==> src/rtl/sound_trigger_queue.sv <==
// Sound trigger queue: edge-detects per-channel start/stop requests, keeps them
// pending, arbitrates stops before starts (lowest channel first) into a small event FIFO.
module sound_trigger_queue #(
  parameter int DEPTH = 4
) (
  input  logic        CLK,
  input  logic        RESET_N,
  input  logic [15:0] trig_in,
  input  logic [15:0] stop_in,
  input  logic        enable,
  output logic        evt_valid,
  input  logic        evt_ready,
  output logic        evt_stop,
  output logic [3:0]  evt_chan,
  output logic [7:0]  coalesce_cnt
);

  localparam int PW = (DEPTH > 1) ? $clog2(DEPTH) : 1;
  localparam int CW = PW + 1;
  localparam logic [CW-1:0] FULL_CNT = CW'(DEPTH);

  typedef struct packed {
    logic       stop;
    logic [3:0] chan;
  } evt_t;

  logic [15:0]   trig_q, trig_d;
  logic [15:0]   stop_q, stop_d;
  logic          arm_q, arm_d;
  logic [15:0]   pend_start_q, pend_start_d;
  logic [15:0]   pend_stop_q, pend_stop_d;
  logic [PW-1:0] wr_ptr_q, wr_ptr_d;
  logic [PW-1:0] rd_ptr_q, rd_ptr_d;
  logic [CW-1:0] count_q, count_d;
  logic [7:0]    coal_q, coal_d;
  evt_t          mem_q [DEPTH];

  logic [15:0] trig_edge, stop_edge;
  logic [15:0] clr_start, clr_stop;
  logic        full, push, pop, coal_hit;
  evt_t        push_evt, head;

  function automatic logic [3:0] lowest_idx(input logic [15:0] v);
    lowest_idx = 4'd0;
    for (int i = 15; i >= 0; i--) begin
      if (v[i]) lowest_idx = 4'(i);
    end
  endfunction

  always_comb begin
    // NOTE: every signal gets a default before any branch so no latch is inferred.
    push      = 1'b0;
    push_evt  = '0;
    clr_start = '0;
    clr_stop  = '0;

    // arm_q masks the first clock after reset so levels already high are not edges.
    trig_edge = trig_in & ~trig_q & {16{arm_q & enable}};
    stop_edge = stop_in & ~stop_q & {16{arm_q & enable}};

    full = (count_q == FULL_CNT);
    pop  = evt_valid & evt_ready;

    if (enable && !full) begin
      if (|pend_stop_q) begin
        push          = 1'b1;
        push_evt.stop = 1'b1;
        push_evt.chan = lowest_idx(pend_stop_q);
        clr_stop      = 16'd1 << push_evt.chan;
      end else if (|pend_start_q) begin
        push          = 1'b1;
        push_evt.stop = 1'b0;
        push_evt.chan = lowest_idx(pend_start_q);
        clr_start     = 16'd1 << push_evt.chan;
      end
    end

    // Edges are OR-ed in after the clear so a fresh request on the issued bit survives;
    // a stop edge cancels an older start but not one arriving in the same cycle.
    pend_stop_d  = (pend_stop_q & ~clr_stop) | stop_edge;
    pend_start_d = (pend_start_q & ~clr_start & ~stop_edge) | trig_edge;

    coal_hit = |((trig_edge & pend_start_q) | (stop_edge & pend_stop_q));
    coal_d   = coal_q;
    if (coal_hit && coal_q != 8'hFF) coal_d = coal_q + 8'd1;

    wr_ptr_d = push ? wr_ptr_q + 1'b1 : wr_ptr_q;
    rd_ptr_d = pop  ? rd_ptr_q + 1'b1 : rd_ptr_q;
    case ({push, pop})
      2'b10:   count_d = count_q + 1'b1;
      2'b01:   count_d = count_q - 1'b1;
      default: count_d = count_q;
    endcase

    if (!enable) begin
      pend_start_d = '0;
      pend_stop_d  = '0;
      wr_ptr_d     = '0;
      rd_ptr_d     = '0;
      count_d      = '0;
    end

    trig_d = trig_in;
    stop_d = stop_in;
    arm_d  = 1'b1;
  end

  always_ff @(posedge CLK or negedge RESET_N) begin
    if (!RESET_N) begin
      trig_q       <= '0;
      stop_q       <= '0;
      arm_q        <= 1'b0;
      pend_start_q <= '0;
      pend_stop_q  <= '0;
      wr_ptr_q     <= '0;
      rd_ptr_q     <= '0;
      count_q      <= '0;
      coal_q       <= '0;
    end else begin
      // NOTE: sequential state uses non-blocking assignments so all flops update together.
      trig_q       <= trig_d;
      stop_q       <= stop_d;
      arm_q        <= arm_d;
      pend_start_q <= pend_start_d;
      pend_stop_q  <= pend_stop_d;
      wr_ptr_q     <= wr_ptr_d;
      rd_ptr_q     <= rd_ptr_d;
      count_q      <= count_d;
      coal_q       <= coal_d;
    end
  end

  // NOTE: the storage array has no reset; outputs are gated by evt_valid instead,
  // so stale entries are never visible.
  always_ff @(posedge CLK) begin
    if (push) mem_q[wr_ptr_q] <= push_evt;
  end

  assign head         = mem_q[rd_ptr_q];
  assign evt_valid    = (count_q != '0);
  assign evt_stop     = evt_valid & head.stop;
  assign evt_chan     = evt_valid ? head.chan : 4'd0;
  assign coalesce_cnt = coal_q;

endmodule

==> config.mk <==
export PLATFORM = sky130hd
export DESIGN_NAME = sound_trigger_queue
export DESIGN_NICKNAME = d
export VERILOG_FILES = /design/src/rtl/sound_trigger_queue.sv
export SDC_FILE = /design/constraint.sdc
export NUM_CORES = 1
export LEC_CHECK = 0
export BUFFER_PORTS_ARGS = -buffer_cell sky130_fd_sc_hd__clkbuf_2
export CORE_UTILIZATION = 45
export CTS_CLUSTER_SIZE = 24
export DETAILED_ROUTE_END_ITERATION = 8
export GPL_ROUTABILITY_DRIVEN = 0
export HOLD_SLACK_MARGIN = 0.02
export PLACE_DENSITY_LB_ADDON = 0.12
export SYNTH_ARGS = -nofsm -noshare
export SYNTH_HDL_FRONTEND = slang
export SYNTH_SLANG_ARGS = --single-unit
==> constraint.sdc <==
create_clock -name CLK -period 2.4 [get_ports CLK]
set_clock_uncertainty 0.2 [all_clocks]
set_input_delay 0.12 -clock CLK [delete_from_list [all_inputs] [get_ports CLK]]
set_output_delay 0.12 -clock CLK [all_outputs]
set_load 0.01 [all_outputs]
==> metrics.log, run 1 <==
INFO  metric grt_antenna_before_repair = 0
INFO  metric max-clock-path-buffers = 2
INFO  metric syn-mean-instance-area = 11.0 sq um
INFO  metric layout_worst_path_cycle_share = 95.5%
INFO  metric yosys.area.top_type = sky130_fd_sc_hd__dfrtp_1
INFO  metric fp.coreArea = 10,500 sq um
INFO  metric core_rows = 37
INFO  metric synthToLayoutAreaGrowth = 25.9%
INFO  metric grt_remaining_overflow = 0
INFO  metric synth_top_flop_cell = sky130_fd_sc_hd__dfrtp_1
INFO  metric start_util = 46.9%
INFO  metric crit_arrival = 2.34 ns
INFO  metric route.detailed.drc = 0
INFO  metric fp.dieArea = 11,300 sq um
INFO  metric post-synth-top-count-cell = sky130_fd_sc_hd__dfrtp_1
INFO  metric routedWlPerCell = 18.2 um
INFO  metric buffer_ports.inserted = 49
INFO  metric cts_inserted_buffers = 9
INFO  metric maxSlewViolCount = 0
INFO  metric drive_gt1_share = 24.2%
INFO  metric net_count_after_synthesis = 489
INFO  metric hold_viol_final = 0
INFO  metric vias_in_the_first_global_route = 4,053
INFO  metric num_antenna_cells = 0
INFO  metric synth-edff-count = 20
INFO  metric clkTransAtPathRegs = 0.10 ns
INFO  metric run_status = completed
INFO  metric synth_area_leaders = sky130_fd_sc_hd__dfrtp_1 41%, sky130_fd_sc_hd__edfxtp_1 12%, sky130_fd_sc_hd__nand3b_1 5.5%, sky130_fd_sc_hd__mux4_2 2.3%, sky130_fd_sc_hd__nor2_1 2.2%
INFO  metric cap_viol_max_count = 0
INFO  metric detail_route.first_pass.iterations = 5
INFO  metric clock_sinks = 100
INFO  metric place.detailed.hpwl = 9470 um
INFO  metric synthTopCellsByCount = 80 x sky130_fd_sc_hd__dfrtp_1, 36 x sky130_fd_sc_hd__nand3b_1, 29 x sky130_fd_sc_hd__nor2_1, 23 x sky130_fd_sc_hd__nand2_1
INFO  metric synthDominantCellAreaShare = 40.8%
INFO  metric rsz_0062_raised_after_global_routing = yes
INFO  metric start_kind = flop
INFO  metric dieWidth = 106 um
INFO  metric final_critical_path_setup_slack = 0.109 ns
INFO  metric setup_viol = 0
INFO  metric synth_seq_area_share = 53.1%
INFO  metric drt-initial-drc-count = 220
INFO  metric finalCriticalPeriod = 2.29 ns
INFO  metric hold_path.class = in2async
INFO  metric end_kind = flop
INFO  metric yosysUniqueCellTypes = 67
INFO  metric peakVddDrop = 374 uV
INFO  metric totalWireLength = 12,800 um
INFO  metric netlist_instances = 447
INFO  metric vias = 4,024
INFO  metric io_pins = 50
INFO  metric tritoncts = yes
INFO  metric crit_type = reg2reg
INFO  metric slew_headroom = 58.0%
INFO  metric numPlacedInstances = 657
INFO  metric finish.net_count = 608
INFO  metric summed_instance_area_of_the_synthesized_netlist = 4900 sq um
INFO  metric synth.ff_latch_count = 100
INFO  metric placement.setup.worst_slack = 0.0238 ns
INFO  metric fin_area = 6170 sq um
INFO  metric viasPerCell = 5.69
INFO  metric dpl-instance-area = 5590 sq um
INFO  metric drt.antenna.violating_nets = 0
INFO  metric die_y = 106 um
INFO  metric timing.fmax = 436 MHz
INFO  metric cts_root_buffer = sky130_fd_sc_hd__clkbuf_8
INFO  metric grt_start_max_net_pins = 44
INFO  metric worstSkewPairLatency = 0.38 ns
INFO  metric finalNonFillerCells = 707
INFO  metric synth_async_sr_flop_share = 80.0%
INFO  metric final_core_utilization = 59.0%
INFO  metric cts-htree-levels = 3
INFO  metric cp_data_required_time = 2.45 ns
INFO  metric tightestPinTransition = 0.628 ns
INFO  metric static_leakage = 2.63 nW
INFO  metric total_power = 5.01 mW
INFO  metric grt.total_usage = 24.4%
INFO  metric synth-warning-count = 0
INFO  metric critPathMaxFanout = 4
INFO  metric grt_pass1_wl = 20,900 um
INFO  metric power_density = 812 nW/um^2
[per-stage QoR]
stage	hold WS, ns	TNS [ns]
2_1_floorplan	-0.376	0
3_3_place_gp	-0.0473	0
3_5_place_dp	-0.0438	0
4_1_cts	0.0784	0
5_1_grt	0.132	-0.0434
6_report	0.0662	0
[kinds of logic (layout without fill, tap and decap cells)]
logic type / Yosys count / count (layout) / synth area share (%)
simple gates: 187 / 187 / 22.9
other cells: 1 / 1 / 0.0765
flops: 100 / 100 / 53.1
fa+ha+maj: 6 / 6 / 1.68
compound gates: 96 / 96 / 14.0
xor+xnor: 7 / 7 / 1.40
mux: 9 / 9 / 3.16
buf+inv: 41 / 165 / 3.72
[sequential cells by signal (all words and copies together) (netlist names)]
register	cells
trig_q	16
rd_ptr_q	2
count_q	3
pend_stop_q	16
arm_q	1
stop_q	16
mem_q	20
coalesce_cnt	8
wr_ptr_q	2
pend_start_q	16
[layer usage]
layer  global-route usage, %  share of wire [%]  vias up
li1                        -                  -     1912
met1                    32.8                 46     1960
met2                    39.2                 47      128
met3                    3.74                4.3       24
met4                    10.9                2.7        0
met5                       0                  0        -
[layout make-up]
class | count | area, sq um
Clock buffer | 9 | 124
Clock inverter | 7 | 82.6
Timing Repair Buffer | 130 | 966
Inverter | 19 | 71.3
Fill cell | 917 | 4290
Sequential cell | 100 | 2610
Multi-Input combinational cell | 306 | 2150
Tap cell | 136 | 170
[final timing paths]
| check | start | endpoint | cells after the start | slack (ns) |
|---|---|---|---|---|
| min in group CLK | enable | pend_start_q[12] | 3 | 0.11 |
| hold / removal | RESET_N | wr_ptr_q[1] | 2 | 0.07 |
| hold reg to reg | trig_q[10] | pend_start_q[10] | 1 | 0.27 |
| setup reg to reg | pend_stop_q[6] | pend_stop_q[15] | 6 | 0.11 |
| max in group asynchronous | RESET_N | pend_stop_q[4] | 3 | 1.32 |
| setup / recovery | pend_stop_q[6] | pend_stop_q[15] | 6 | 0.11 |
[where the power goes]
group | switching [mW] | internal [mW] | total [mW]
Sequential | 0.219 | 2.00 | 2.22
Clock | 0.644 | 0.501 | 1.14
Combinational | 0.842 | 0.805 | 1.65
Total | 1.71 | 3.31 | 5.01
[critical path, cell delays in order, from the launching register on]
cell	delay, ns
sky130_fd_sc_hd__dfrtp_1	0.46
sky130_fd_sc_hd__buf_4	0.17
sky130_fd_sc_hd__or4_1	0.51
sky130_fd_sc_hd__nor2_1	0.21
sky130_fd_sc_hd__nand3b_1	0.22
sky130_fd_sc_hd__a32oi_1	0.27
sky130_fd_sc_hd__o31ai_1	0.13
[cell usage in the layout, fill, tap and decap left out, drive strengths merged, types with 16 or more instances in the layout]
master,count
nand3,20
inv,22
dfrtp,80
nand2,24
nor2,29
edfxtp,20
clkbuf,57
a21oi,16
nand3b,36
dlygate4sd3,34
buf,48
[repair_timing]
action | 4_1_cts | 5_1_grt
hold buffers | 34 | 0
endpoints found under the setup margin | 0 | 20
resized for setup | 0 | 10
endpoints found under the hold margin | 139 | 0
setup buffers | 0 | 0
(Power assumes the default switching activity.)
==> inputs of run 2 (changes only) <==
--- a/config.mk
+++ b/config.mk
@@ -11,7 +11,7 @@
 export DETAILED_ROUTE_END_ITERATION = 8
 export GPL_ROUTABILITY_DRIVEN = 0
 export HOLD_SLACK_MARGIN = 0.02
-export PLACE_DENSITY_LB_ADDON = 0.12
+export PLACE_DENSITY = 0.73
 export SYNTH_ARGS = -nofsm -noshare
 export SYNTH_HDL_FRONTEND = slang
 export SYNTH_SLANG_ARGS = --single-unit
==> metrics.log, run 2 (synthesis gave the netlist of run 1 again) <==
INFO  metric place.detailed.hpwl = 9550 um
INFO  metric drive_gt1_share = 23.7%
INFO  metric grt.total_usage = 24.9%
INFO  metric hold_path.class = in2async
INFO  metric largest_register_ff_count = 20
INFO  metric critPathMaxFanout = 2
INFO  metric num_antenna_cells = 0
INFO  metric fp.coreArea = 10,500 sq um
INFO  metric drt-initial-drc-count = 396
INFO  metric route.detailed.drc = 0
INFO  metric dieWidth = 106 um
INFO  metric io_pins = 50
INFO  metric clkTransAtPathRegs = 0.10 ns
INFO  metric tightestPinTransition = 0.558 ns
INFO  metric static_leakage = 2.61 nW
INFO  metric core_rows = 37
INFO  metric start_util = 46.9%
INFO  metric crit_type = reg2reg
INFO  metric peakVddDrop = 383 uV
INFO  metric final_core_utilization = 58.6%
INFO  metric clock_sinks = 100
INFO  metric max-clock-path-buffers = 2
INFO  metric maxSlewViolCount = 0
INFO  metric grt_start_max_net_pins = 42
INFO  metric total_power = 4.87 mW
INFO  metric cp_slowest_cell = sky130_fd_sc_hd__dfrtp_1
INFO  metric cap_viol_max_count = 0
INFO  metric crit_arrival = 2.41 ns
INFO  metric buffer_ports.inserted = 49
INFO  metric mostFrequentLayoutCell = sky130_fd_sc_hd__dfrtp_1
INFO  metric viasPerCell = 5.88
INFO  metric timing.fmax = 427 MHz
INFO  metric layout_common_cells = 79 x sky130_fd_sc_hd__dfrtp_1, 50 x sky130_fd_sc_hd__buf_4, 47 x sky130_fd_sc_hd__clkbuf_2
INFO  metric cts_root_buffer = sky130_fd_sc_hd__clkbuf_8
INFO  metric die_y = 106 um
INFO  metric worst_path_max_stage_delay = 0.40 ns
INFO  metric drt.antenna.violating_nets = 0
INFO  metric holdWs = 0.0686 ns
INFO  metric cp_cell_sequence = or2_1 > nor3_1 > a31oi_1 > nor3_2 > fa_1 > and2_1 > mux2i_1 > xnor2_1 > and2_1
INFO  metric power_density = 794 nW/um^2
INFO  metric routedWlPerCell = 18.5 um
INFO  metric vias_in_the_first_global_route = 4,157
INFO  metric layout_worst_path_cycle_share = 97.5%
INFO  metric rsz_0062_raised_after_global_routing = yes
INFO  metric fp.dieArea = 11,300 sq um
INFO  metric finish.net_count = 611
INFO  metric end_kind = flop
INFO  metric grt_remaining_overflow = 0
INFO  metric detail_route.first_pass.iterations = 5
INFO  metric vias = 4,172
INFO  metric top_register = mem_q
INFO  metric tritoncts = yes
INFO  metric worst_path_most_repeated_cell = sky130_fd_sc_hd__and2_1
INFO  metric start_kind = flop
INFO  metric finalCriticalPeriod = 2.34 ns
INFO  metric cts-htree-levels = 3
INFO  metric setup_viol = 0
INFO  metric worstSkewPairLatency = 0.38 ns
INFO  metric hold_viol_final = 0
INFO  metric grt_pass1_wl = 21,400 um
INFO  metric cts_inserted_buffers = 9
INFO  metric slew_headroom = 62.8%
INFO  metric run_status = completed
INFO  metric grt_antenna_before_repair = 0
INFO  metric cp_data_required_time = 2.47 ns
INFO  metric synthToLayoutAreaGrowth = 25.0%
INFO  metric totalWireLength = 13,200 um
==> run 2: cell count changes in the layout (fill, tap and decap cells not counted), moves of 2 or more <==
cell,previous run,this run
sky130_fd_sc_hd__dfrtp_1,77,79
sky130_fd_sc_hd__nand2_2,1,3
sky130_fd_sc_hd__buf_12,2,0
sky130_fd_sc_hd__nand2_1,23,21
sky130_fd_sc_hd__buf_4,46,50
sky130_fd_sc_hd__dfrtp_2,3,1
==> run 2: timing repair <==
item,4_1_cts,5_1_grt
pin swaps,0,0
gates resized for setup,2,6
endpoints found under the hold margin,128,0
buffers inserted,0,0
hold buffers,35,0
endpoints found under the setup margin,2,6
==> run 2: per-stage QoR <==
step | instances | setup TNS (ns) | area (sq um) | worst slack (ns)
after floorplan | 447 | 0 | 4900 | 0.0530
after CTS | 710 | 0 | 6120 | 0.0557
after detailed placement | 659 | 0 | 5580 | 0.0220
after global placement | 659 | 0 | 5580 | 0.0936
after global routing | 710 | -0.0172 | 6130 | -0.0172
final | 710 | 0 | 6130 | 0.0590
==> run 2: worst paths after layout <==
path	to	depth (start not counted)	slack, ns	from
setup / recovery	count_q[2]	9	0.06	pend_start_q[8]
hold reg to reg	pend_start_q[15]	1	0.27	trig_q[15]
max in group asynchronous	count_q[1]	3	1.23	RESET_N
min in group CLK	trig_q[4]	2	0.21	trig_in[4]
hold / removal	pend_start_q[15]	2	0.07	RESET_N
setup reg to reg	count_q[2]	9	0.06	pend_start_q[8]
==> run 2: routing by layer <==
metal	GRT usage [%]	share of wire [%]
met3	5.09	6.1
met4	11.1	3.3
met2	39.1	47
met5	0	0
met1	33.1	44
==> run 2: layout make-up <==
cell class / instances / area, sq um
fillers: 914 / 4330
flip-flops and latches: 100 / 2600
multi-input cells: 306 / 2140
repair buffers: 133 / 966
well taps: 136 / 170
clock buffers: 10 / 128
inverters: 19 / 71.3
clock inverters: 6 / 48.8
==> run 2: worst max-delay path: cells and delay by family, from the launching register on <==
family / cells / cell delay, ns
flip-flops: 1 / 0.40
AO/OA/AOI/OAI: 1 / 0.20
AND/OR/NAND/NOR: 5 / 1.03
multiplexers: 1 / 0.07
adder cells (fa/ha/maj): 1 / 0.21
XOR/XNOR: 1 / 0.13
==> run 2: where the power goes <==
group / internal, mW / switching [mW] / leakage, nW
clock: 0.387 / 0.617 / 0.0810
combinational: 0.783 / 0.861 / 1.33
sequential: 2.00 / 0.221 / 1.20
total: 3.17 / 1.70 / 2.61
==> inputs of run 3 (changes only) <==
--- a/config.mk
+++ b/config.mk
@@ -12,6 +12,7 @@
 export GPL_ROUTABILITY_DRIVEN = 0
 export HOLD_SLACK_MARGIN = 0.02
 export PLACE_DENSITY = 0.73
+export SKIP_LAST_GASP = 1
 export SYNTH_ARGS = -nofsm -noshare
 export SYNTH_HDL_FRONTEND = slang
 export SYNTH_SLANG_ARGS = --single-unit
==> constraint.sdc (replaced) <==
create_clock -name CLK -period 2.4 [get_ports CLK]
set_clock_uncertainty 0.2 [all_clocks]
set_input_delay 0.36 -clock CLK [delete_from_list [all_inputs] [get_ports CLK]]
set_output_delay 0.36 -clock CLK [all_outputs]
set_load 0.01 [all_outputs]
==> metrics.log, run 3 (synthesis gave the netlist of run 1 again) <==
INFO  metric io_pins = 50
INFO  metric worst_path_max_stage_delay = 0.42 ns
INFO  metric critical_path.n_buffers_inverters = 3
INFO  metric ff2ff_path_depth = 6
INFO  metric layout_common_cells = 78 x sky130_fd_sc_hd__dfrtp_1, 56 x sky130_fd_sc_hd__buf_4, 48 x sky130_fd_sc_hd__clkbuf_2
INFO  metric power_density = 794 nW/um^2
INFO  metric cts_root_buffer = sky130_fd_sc_hd__clkbuf_8
INFO  metric mostFrequentLayoutCell = sky130_fd_sc_hd__dfrtp_1
INFO  metric start_util = 46.9%
INFO  metric cp_cell_sequence = buf_4 > or3_1 > buf_4 > and2_1 > clkbuf_2
INFO  metric vias = 4,209
INFO  metric setup_viol = 0
INFO  metric timing.rr.start = pend_start_q[11]
INFO  metric largest_register_ff_count = 20
INFO  metric end_kind = output port
INFO  metric grt_remaining_overflow = 0
INFO  metric fp.coreArea = 10,500 sq um
INFO  metric hold_end = rd_ptr_q[1]
INFO  metric hold_path.class = in2reg
INFO  metric worst_path_most_repeated_cell = sky130_fd_sc_hd__buf_4
INFO  metric tritoncts = yes
INFO  metric max-clock-path-buffers = 2
INFO  metric num_antenna_cells = 0
INFO  metric holdCritStartpoint = evt_ready
INFO  metric layout_worst_path_cycle_share = 97.1%
INFO  metric clkTransAtPathRegs = 0.10 ns
INFO  metric rsz_0062_raised_after_global_routing = yes
INFO  metric run_status = completed
INFO  metric worstSkewPairLatency = 0.37 ns
INFO  metric totalWireLength = 13,100 um
INFO  metric top_register = mem_q
INFO  metric route.detailed.drc = 0
INFO  metric final_core_utilization = 59.5%
INFO  metric place.detailed.hpwl = 9740 um
INFO  metric multi_input_logic_area = 2210 sq um
INFO  metric die_y = 106 um
INFO  metric tightestPinTransition = 0.588 ns
INFO  metric static_leakage = 2.64 nW
INFO  metric cp_data_required_time = 1.84 ns
INFO  metric critPathMaxFanout = 7
INFO  metric filler_cell_count = 874
INFO  metric timing.fmax = 429 MHz
INFO  metric cts_inserted_buffers = 9
INFO  metric detail_route.first_pass.iterations = 6
INFO  metric fp.dieArea = 11,300 sq um
INFO  metric cpLargestDelayFamily = simple AND/OR/NAND/NOR gates
INFO  metric viasPerCell = 5.89
INFO  metric grt_antenna_before_repair = 0
INFO  metric final-seq-area = 2610 sq um
INFO  metric hold_viol_final = 0
INFO  metric dieWidth = 106 um
INFO  metric grt_pass1_wl = 21,000 um
INFO  metric drt.antenna.violating_nets = 0
INFO  metric clock_sinks = 100
INFO  metric finalSetupTns = 0 ns
INFO  metric crit_type = reg2out
INFO  metric start_kind = flop
INFO  metric buffer_ports.inserted = 49
INFO  metric cp_slowest_cell = sky130_fd_sc_hd__dfrtp_1
INFO  metric routedWlPerCell = 18.3 um
INFO  metric drive_gt1_share = 26.8%
INFO  metric holdWs = 0.190 ns
INFO  metric maxSlewViolCount = 0
INFO  metric worstHoldPathCells = 4
INFO  metric crit_arrival = 1.77 ns
INFO  metric vias_in_the_first_global_route = 4,185
INFO  metric slew_headroom = 60.8%
INFO  metric cap_viol_max_count = 0
INFO  metric finalCriticalPeriod = 2.33 ns
INFO  metric synthToLayoutAreaGrowth = 27.0%
INFO  metric core_rows = 37
INFO  metric drt-initial-drc-count = 375
INFO  metric r2r_setup_slack = 0.09 ns
INFO  metric grt_start_max_net_pins = 46
INFO  metric grt.total_usage = 24.6%
INFO  metric finish.net_count = 615
INFO  metric r2r-end = pend_start_q[9]
INFO  metric cts-htree-levels = 3
INFO  metric peakVddDrop = 454 uV
run 3: metrics by stage:
step           power, mW  std cells  worst slack [ns]  cell area, sq um
3_5_place_dp        3.83        662          0.000766              5600
6_report            4.95        714            0.0687              6230
3_3_place_gp        3.76        662          -0.00521              5600
5_1_grt             5.22        714           -0.0127              6230
2_1_floorplan       3.18        447            0.0530              4900
4_1_cts             4.85        711            0.0118              6110
run 3: per-layer routing:
| metal | up-vias | global-route usage (%) | wire (um) |
|---|---|---|---|
| met2 | 221 | 39.3 | 6230 |
| met5 | - | 0 | 0 |
| met3 | 32 | 4.41 | 959 |
| met4 | 0 | 10.5 | 391 |
| met1 | 2024 | 32.8 | 5480 |
| li1 | 1932 | - | - |
run 3: repair_timing:
item / 4_1_cts / 5_1_grt
setup endpoints to repair: 5 / 28
endpoints found under the hold margin: 74 / 0
buffers inserted: 0 / 3
resized for setup: 2 / 21
hold buffers: 33 / 0
pin swaps: 0 / 4
run 3: power breakdown:
| group | total, mW | internal, mW | switching [mW] |
|---|---|---|---|
| clock network | 0.999 | 0.381 | 0.617 |
| logic | 1.73 | 0.834 | 0.892 |
| registers | 2.22 | 2.00 | 0.222 |
run 3: worst max path at each step:
stage,start,to,slack [ns],cells after the start
2_1_floorplan,count_q[1],count_q[2],0.05,9
3_3_place_gp,count_q[1],count_q[2],-0.005,9
3_5_place_dp,count_q[0],count_q[2],0.0008,9
4_1_cts,stop_in[14],coalesce_cnt[7],0.01,8
5_1_grt,pend_start_q[13],pend_start_q[10],-0.01,6
6_report,count_q[1],evt_chan[3],0.07,5
run 3: final cells by class:
type	count	area share [%]
well taps	136	2.73
flip-flops and latches	100	41.8
multi-input cells	306	35.5
repair buffers	137	15.9
clock buffers	9	1.99
inverters	19	1.15
clock inverters	7	0.844
run 3: worst register-to-register path: cells and delay by family, from the launching register on:
kind / cells / cell delay (ns)
AND/OR/NAND/NOR: 1 / 0.10
AO/OA/AOI/OAI: 4 / 1.32
buffers and inverters: 1 / 0.17
flip-flops: 1 / 0.42
